<file path="config.mk">
export PLATFORM = sky130hd
export DESIGN_NAME = spi_host_master
export DESIGN_NICKNAME = d
export VERILOG_FILES = /design/src/rtl/spi_host_master.sv
export SDC_FILE = /design/constraint.sdc
export NUM_CORES = 1
export LEC_CHECK = 0
export ABC_AREA = 1
export CORE_ASPECT_RATIO = 0.8
export CORE_MARGIN = 4
export CORE_UTILIZATION = 35
export CTS_BUF_LIST = sky130_fd_sc_hd__clkbuf_4 sky130_fd_sc_hd__clkbuf_8
export CTS_CLUSTER_DIAMETER = 80
export DETAILED_ROUTE_END_ITERATION = 8
export DONT_BUFFER_PORTS = 1
export HOLD_SLACK_MARGIN = 0.05
export RECOVER_POWER = 100
export SLEW_MARGIN = 10
export SYNTH_ARGS = -nofsm -noshare
export SYNTH_HDL_FRONTEND = slang
export SYNTH_SLANG_ARGS = --single-unit
export TNS_END_PERCENT = 30
</file>
<file path="constraint.sdc">
create_clock -name clk -period 2.53 [get_ports clk]
set_clock_uncertainty 0.15 [all_clocks]
set_input_delay 0.253 -clock clk [delete_from_list [all_inputs] [get_ports clk]]
set_output_delay 0.253 -clock clk [all_outputs]
set_load 0.03 [all_outputs]
</file>
<file path="src/rtl/spi_host_master.sv">
// spi_host_master: turns a valid/ready register command into one 16-bit SPI mode-0 frame and returns the data byte.
// Define SPI_HOST_WRVERIFY_EN to follow every write with an automatic readback frame and a compare.
module spi_host_master #(
    parameter int CLK_DIV = 2,
    parameter int GAP_CYC = 2
) (
    input  logic       clk,
    input  logic       rst_n,
    input  logic       cmd_valid,
    output logic       cmd_ready,
    input  logic       cmd_write,
    input  logic [5:0] cmd_addr,
    input  logic [7:0] cmd_wdata,
    output logic       rsp_valid,
    output logic [7:0] rsp_rdata,
    output logic       rsp_mismatch,
    output logic       busy,
    output logic       sclk,
    output logic       cs_n,
    output logic       mosi,
    input  logic       miso
);
    typedef enum logic [2:0] {IDLE, SETUP, SHIFT, HOLD, GAP} state_t;
    localparam int CW = 16;
    localparam logic [CW-1:0] DIV_END = CW'(CLK_DIV - 1);
    localparam logic [CW-1:0] GAP_END = CW'(GAP_CYC - 1);

    state_t state, nxt;
    logic [CW-1:0] cnt;
    logic [4:0] half;
    logic [15:0] tx;
    logic [7:0] rx;
    logic [15:0] rb_frame;
    logic accept, div_end, rise, fall, frame_done, reload, verify, rb_start;

    assign cmd_ready = state == IDLE;
    assign busy = ~cmd_ready;
    assign mosi = tx[15];
    assign accept = cmd_valid && cmd_ready;
    assign div_end = cnt == DIV_END;
    // SETUP ends with the first rising edge; even halves are high, the last half stays low
    assign rise = div_end && (state == SETUP || (state == SHIFT && half[0] && half != 5'd31));
    assign fall = div_end && state == SHIFT && !half[0];
    assign frame_done = div_end && state == HOLD;
    assign rb_start = state == GAP && nxt == SETUP;
    assign reload = state == IDLE || state != nxt || (state == SHIFT && div_end);

    always_comb begin
        nxt = state;
        case (state)
            IDLE:    nxt = accept ? SETUP : IDLE;
            SETUP:   nxt = div_end ? SHIFT : SETUP;
            SHIFT:   nxt = (div_end && half == 5'd31) ? HOLD : SHIFT;
            HOLD:    nxt = div_end ? GAP : HOLD;
            GAP:     nxt = cnt == GAP_END ? (verify ? SETUP : IDLE) : GAP;
            default: nxt = IDLE;
        endcase
    end

    always_ff @(posedge clk or negedge rst_n) begin
        if (!rst_n) state <= IDLE;
        else state <= nxt;
    end

    always_ff @(posedge clk or negedge rst_n) begin
        if (!rst_n) begin
            cnt       <= '0;
            half      <= '0;
            tx        <= '0;
            rx        <= '0;
            sclk      <= 1'b0;
            cs_n      <= 1'b1;
            rsp_valid <= 1'b0;
            rsp_rdata <= '0;
        end else begin
            cnt       <= reload ? '0 : cnt + CW'(1);
            half      <= state != SHIFT ? 5'd0 : half + {4'd0, div_end};
            tx        <= accept ? {cmd_write, 1'b0, cmd_addr, cmd_write ? cmd_wdata : 8'h00}
                       : rb_start ? rb_frame : fall ? {tx[14:0], 1'b0} : tx;
            rx        <= rise ? {rx[6:0], miso} : rx;
            sclk      <= rise ? 1'b1 : fall ? 1'b0 : sclk;
            cs_n      <= !(nxt == SETUP || nxt == SHIFT || nxt == HOLD);
            rsp_valid <= frame_done && !verify;
            rsp_rdata <= (frame_done && !verify) ? rx : rsp_rdata;
        end
    end

`ifdef SPI_HOST_WRVERIFY_EN
    logic [5:0] addr;
    logic [7:0] wdata;
    logic wr;

    always_ff @(posedge clk or negedge rst_n) begin
        if (!rst_n) begin
            verify       <= 1'b0;
            wr           <= 1'b0;
            addr         <= '0;
            wdata        <= '0;
            rsp_mismatch <= 1'b0;
        end else begin
            verify       <= accept ? cmd_write : rb_start ? 1'b0 : verify;
            wr           <= accept ? cmd_write : wr;
            addr         <= accept ? cmd_addr : addr;
            wdata        <= accept ? cmd_wdata : wdata;
            rsp_mismatch <= (frame_done && !verify) ? (wr && rx != wdata) : rsp_mismatch;
        end
    end

    assign rb_frame = {2'b00, addr, 8'h00};
`else
    assign verify = 1'b0;
    assign rb_frame = 16'h0000;
    assign rsp_mismatch = 1'b0;
`endif
endmodule

</file>
==> run summary, run 1 <==
Die Ht: 90.10 um
relative slew slack: 4.850%
Layout area overhead: 14.59%
WP data required: 2.65 ns
clock root buffer: clkbuf_8
CP Class: flop to flop
I/O Buffers: 0
RSZ-0062 raised after global routing: false
Final setup viols: 0
most common cell in the netlist: nand2_1
Crit path largest cell delay: 0.47 ns
final worst slack: 0.3514 ns
die area: 9967 um2
area share of the largest cell type after synthesis: 49.22%
Routed WL per cell: 12.30 um
vias in the first global route: 2340
cell chain of the critical path: ha_1, nand2_1, nor2_4, nand4_2, nand2_4, nand2_1, nand2_1
Slew Limit Fails: 0
antenna viol nets, final: 0
top post-synthesis cells by count: nand2_1 (146), dfrtp_1 (58), nor2_1 (45)
Area contributors post-synth: dfrtp_1 (49%), nand2_1 (19%), nand3_1 (6.8%)
Top cell by count, worst path: nand2_1
Via density: 4.663
Critical Path AT: 2.29 ns
share of post-route cells with drive strength above 1: 8.333%
number of synthesized flops with an enable pin: 0
drt initial violations: 160
synth unique cells: 29
Cells after Synth: 369
Psw: 425.4 uW
Final Instance Area: 3379 um2
CP max FO: 18
n_diodes: 0
detailed placer's ending HPWL: 4242 um
area leader, netlist: dfrtp_1
post-synthesis sequential area ratio: 50.11%
initial antenna violation count: 0
CTS tree: yes
DRC viols: 0
Core Area: 8055 um2
Hold Violations, Final: 0
Syn Area/Cell: 7.992 um2
Setup crit end kind: flop
Ys Warns: 0
row count: 29
first-pass GRT wire length: 11120 um
Switching Fraction: 22.43%
CP max-delay cell: nand4_2
final std cells w/o fill: 504
cts bufs inserted: 9
dpl ws: 0.4297 ns
Final Cycle Share: 86.11%
Async SR Flop Fraction: 100.0%
Power Internal: 1.471 mW
synthesized cell area: 2949 um2
net count after synthesis: 392
I/O pin cnt: 34
placement-stage cell area: 3025 um2
cts repair resizes: 0
H-tree depth: 3
gpl congestion: 0.8251
Overall Power: 1.896 mW
Slew @ Worst Pin: 1.427 ns
clk_lat worst skew: 0.33 ns
Die Wd: 110.6 um
outcome: finished, final reports clean
reg2reg path depth: 7
grt ovf: 0
Max clock buf depth: 2
vias: 2350
largest net degree at the start of global routing: 60
Lkg Pwr: 1.680 nW
max-cap violations: 0
Starting Density: 36.61%
Max Fclk: 459.0 MHz
DRT Wirelength: 6197 um
final setup TNS: 0 ns
post-synthesis register bit count: 59
Peak VDD IR: 0.3481 mV
clock edge transition at the registers on the reported setup and hold paths: 0.07 ns
DP Cell Count: 470
Tmin final: 2.179 ns
worst hold slack: 0.1400 ns
Critical Path Start Type: flop
Final nets: 414
clk sinks: 59
Clk pwr share: 46.7%
top_reg_cell synth: dfrtp_1
worst hold path class: primary input to flop
Comb power frac: 2.7%
pwr dens: 561.1 nW/um2
drt first pass iters: 4
Total Routing Usage GR: 13.48%
hold path depth: 4
post-layout util: 41.95%
sequential share of power: 50.6%
[registers in the layout (all words and copies together) (netlist names)]
signal	cells
sclk	1
rsp_valid	1
cs_n	1
rsp_rdata	8
tx	16
rx	8
cnt	16
state	3
half	5
[final timing paths]
check	start	end	slack [ns]
setup / recovery	cnt[0]	tx[9]	0.35
hold / removal	cmd_valid	state[0]	0.14
setup reg to reg	cnt[0]	tx[9]	0.35
hold reg to reg	rx[7]	rx[7]	0.34
max in group asynchronous	rst_n	cnt[7]	0.72
min in group asynchronous	rst_n	rx[1]	0.63
[cell type report]
type                    count  area, um2
repair buffers             18      175.2
fillers                   841       4676
well taps                 108      135.1
flip-flops and latches     59       1478
inverters                  22      83.83
clock inverters             5      61.31
clock buffers              11      145.1
multi-input cells         281       1301
[worst max-delay path: cells and delay by family (launching register included)]
| family | cells | cell delay (ns) |
|---|---|---|
| adders and majority gates | 1 | 0.23 |
| DFF | 1 | 0.46 |
| and+or+nand+nor | 6 | 1.26 |
[layout by cell type (no fill, tap or decap), types with 2 or more instances in the layout]
master	Yosys	final
nand4_1	5	5
nor2_1	45	47
nand2_2	5	2
dlygate4sd3_1	0	17
xor2_1	8	8
xnor2_1	4	4
nand2_4	2	2
inv_1	17	17
clkbuf_8	0	10
inv_2	4	4
nand2_1	146	149
dfrtp_1	58	58
ha_1	4	4
nand3_1	40	41
a21oi_1	3	3
nor3_1	5	5
clkinvlp_4	0	3
nor2_4	3	3
[repair_timing]
item,CTS,global route
hold endpoints to repair,75,0
hold buffers,18,0
endpoints found under the setup margin,0,0
buffers inserted,0,0
[logic make-up (layout without fill, tap and decap cells)]
group	count (synthesis)	count (layout)	share of synthesized area, %
buf+inv	29	56	4.879
simple gates	259	259	38.69
compound gates	5	5	0.9332
xor+xnor	12	12	3.564
fa+ha+maj	4	4	1.697
other cells	1	1	0.1272
flops	59	59	50.11
[metal layers]
metal | vias to the layer above | global-route usage [%] | share of wire [%]
met1 | 1098 | 18.42 | 48
met5 | - | 0 | 0
li1 | 1203 | - | -
met3 | 8 | 3.893 | 4.0
met4 | 0 | 4.410 | 1.0
met2 | 41 | 20.61 | 47
[power groups by stage]
stage	registers [mW]	logic, mW	clock network [mW]
after floorplan	0.976	0.0125	0
after global placement	0.977	0.0120	0
after detailed placement	0.978	0.0125	0
after CTS	0.959	0.0579	0.913
after global routing	0.961	0.0590	0.958
final	0.960	0.0515	0.885
(Power assumes the default switching activity.)
==> run 2, diff against run 1 <==
--- a/config.mk
+++ b/config.mk
@@ -10,7 +10,7 @@
 export CORE_MARGIN = 4
 export CORE_UTILIZATION = 35
 export CTS_BUF_LIST = sky130_fd_sc_hd__clkbuf_4 sky130_fd_sc_hd__clkbuf_8
-export CTS_CLUSTER_DIAMETER = 80
+export CTS_CLUSTER_DIAMETER = 60
 export DETAILED_ROUTE_END_ITERATION = 8
 export DONT_BUFFER_PORTS = 1
 export HOLD_SLACK_MARGIN = 0.05
==> constraint.sdc (replaced) <==
create_clock -name clk -period 1.74 [get_ports clk]
set_clock_uncertainty 0.15 [all_clocks]
set_input_delay 0.174 -clock clk [delete_from_list [all_inputs] [get_ports clk]]
set_output_delay 0.174 -clock clk [all_outputs]
set_load 0.03 [all_outputs]
==> run 2 against run 1 <==
  * Non-clock buffer count is 37 higher
  * Cell area is 11% higher
  * Critical path depth is 3 higher
  * Global-route usage is 0.89 points higher
  * Fmax is 27% higher
  * Critical endpoint is now half[4]
==> run summary, run 2 (synthesis results as in run 1) <==
max-cap violations: 0 (unchanged)
Final nets: 451 (+8.9%)
worst hold path class: primary input to flop
clk sinks: 59 (unchanged)
drt initial violations: 101 (-37%)
gpl congestion: 0.8394 (+1.7%)
Hold Violations, Final: 0 (unchanged)
Critical Path Start Type: flop
first-pass GRT wire length: 11810 um (+6.1%)
initial antenna violation count: 0 (unchanged)
Die Wd: 110.6 um (unchanged)
Critical path buffers and inverters: 1 (+1)
vias: 2480 (+5.5%)
CP Class: flop to flop
Lkg Pwr: 1.879 nW (+12%)
I/O pin cnt: 34 (unchanged)
Max clock buf depth: 2 (unchanged)
Max Fclk: 581.1 MHz (+27%)
H-tree depth: 3 (unchanged)
grt ovf: 0 (unchanged)
hold path depth: 6 (+2)
CTS tree: yes
worst hold slack: 0.09676 ns (-0.04322 ns)
antenna viol nets, final: 0 (unchanged)
pwr dens: 754.7 nW/um2 (+34%)
Slew @ Worst Pin: 0.8112 ns (-0.6161 ns)
Peak VDD IR: 0.4459 mV (+28%)
WP data required: 1.81 ns (-0.84 ns)
Core Area: 8055 um2 (unchanged)
Total Routing Usage GR: 14.37% (+0.89 points)
I/O Buffers: 0 (unchanged)
Final Cycle Share: 98.91% (+13 points)
Tmin final: 1.721 ns (-0.4576 ns)
cts bufs inserted: 9 (unchanged)
row count: 29 (unchanged)
Critical Path AT: 1.79 ns (-0.50 ns)
Slew Limit Fails: 0 (unchanged)
DRC viols: 0 (unchanged)
cell chain of the critical path: nor2_2, nand2_1, nor2_4, nand2_2, inv_2, ha_4, ha_4, nand3_2, xor2_1, nor2_1
Final setup viols: 0 (unchanged)
RSZ-0062 raised after global routing: true
Fillers: 816 (-3.0%)
clk_lat worst skew: 0.34 ns (about the same)
share of post-route cells with drive strength above 1: 19.68% (+11 points)
commonest non-fill, non-tap cell in the layout: nand2_1
Via density: 4.593 (-1.5%)
Crit path largest cell delay: 0.39 ns (-0.08 ns)
Top cell by count, worst path: ha_4
dpl ws: -0.02232 ns (-0.4520 ns)
CP max-delay cell: dfrtp_1
final worst slack: 0.01899 ns (-0.3324 ns)
CP max FO: 2 (-16)
outcome: finished, final reports clean
largest net degree at the start of global routing: 60 (unchanged)
Regs by FF count: cnt x16, tx x16
relative slew slack: 45.92% (+41 points)
die area: 9967 um2 (unchanged)
clock edge transition at the registers on the reported setup and hold paths: 0.06 ns (about the same)
DRT Wirelength: 6682 um (+7.8%)
clock root buffer: clkbuf_8
Routed WL per cell: 12.37 um (+0.64%)
drt first pass iters: 4 (unchanged)
Die Ht: 90.10 um (unchanged)
family with the most delay on the worst path: simple AND/OR/NAND/NOR gates
vias in the first global route: 2519 (+7.6%)
Starting Density: 36.61% (unchanged)
n_diodes: 0 (unchanged)
commonest cells after routing, fill and taps aside: nand2_1 (145), dfrtp_1 (57), nor2_1 (44)
reg2reg path depth: 10 (+3)
Setup crit end kind: flop
detailed placer's ending HPWL: 4537 um (+6.9%)
CP Depth: 10 (+3)
Layout area overhead: 27.20%
==> run 2: cell types whose count changed in the layout (fill, tap and decap cells not counted), moves of 3 or more <==
cell | previous run | this run
nor2_1 | 47 | 44
buf_4 | 0 | 34
nand2_1 | 149 | 145
nor2_2 | 1 | 4
nand2_2 | 2 | 7
ha_1 | 4 | 1
==> run 2: power breakdown <==
| group | internal (mW) | switching [mW] |
|---|---|---|
| clock network | 0.812 | 0.546 |
| logic | 0.0342 | 0.0436 |
| registers | 1.38 | 0.0111 |
| total | 2.23 | 0.600 |
==> run 2: per-layer routing <==
metal  wire [um]  GRT usage (%)  up-vias
met2        3182          22.93       33
met1        3164          18.68     1154
li1            -              -     1280
met3         200          3.691       13
met4         135          5.744        0
met5           0              0        -
==> run 2: metrics by stage <==
stage                     cell area (um2)  instances  utilization [%]  total power [mW]  setup TNS (ns)
final                                3751        540            46.57             2.831               0
after global routing                 3751        540            46.57             2.931          -1.143
after CTS                            3779        540            46.91             2.873               0
after detailed placement             3363        507            41.75             1.440        -0.02232
after global placement               3363        507            41.75             1.439        -0.01636
after floorplan                      2984        369                -             1.437        -0.07316
==> run 2: path summary, 6_finish.rpt <==
check                           from  endpoint  slack, ns
min                        cmd_valid    tx[15]        0.1
min in group asynchronous      rst_n     rx[1]       0.36
min reg2reg                    rx[7]     rx[7]       0.33
max                           cnt[6]   half[4]       0.02
max reg2reg                   cnt[6]   half[4]       0.02
max in group asynchronous      rst_n  state[2]       0.51
==> run 2: final cells by class <==
class / instances / area, um2 / share of cell area (%)
Multi-Input combinational cell: 281 / 1370 / 36.52
Clock buffer: 10 / 131.4 / 3.502
Clock inverter: 5 / 78.83 / 2.101
Sequential cell: 59 / 1479 / 39.43
Timing Repair Buffer: 55 / 465.4 / 12.41
Inverter: 22 / 91.34 / 2.435
Tap cell: 108 / 135.1 / 3.602
==> run 2: repair_timing <==
| action | in CTS | in global routing |
|---|---|---|
| hold endpoints to repair | 75 | 0 |
| buffers inserted | 0 | 0 |
| endpoints found under the setup margin | 2 | 21 |
| hold buffers | 18 | 0 |
| pin swaps | 1 | 4 |
| resized for setup | 3 | 5 |
==> run 2: worst reg2reg max path, delay by kind of cell (launching register included) <==
kind | cells | cell delay [ns]
simple gates | 6 | 0.61
fa+ha+maj | 2 | 0.27
flops | 1 | 0.39
buf+inv | 1 | 0.07
xor+xnor | 1 | 0.13
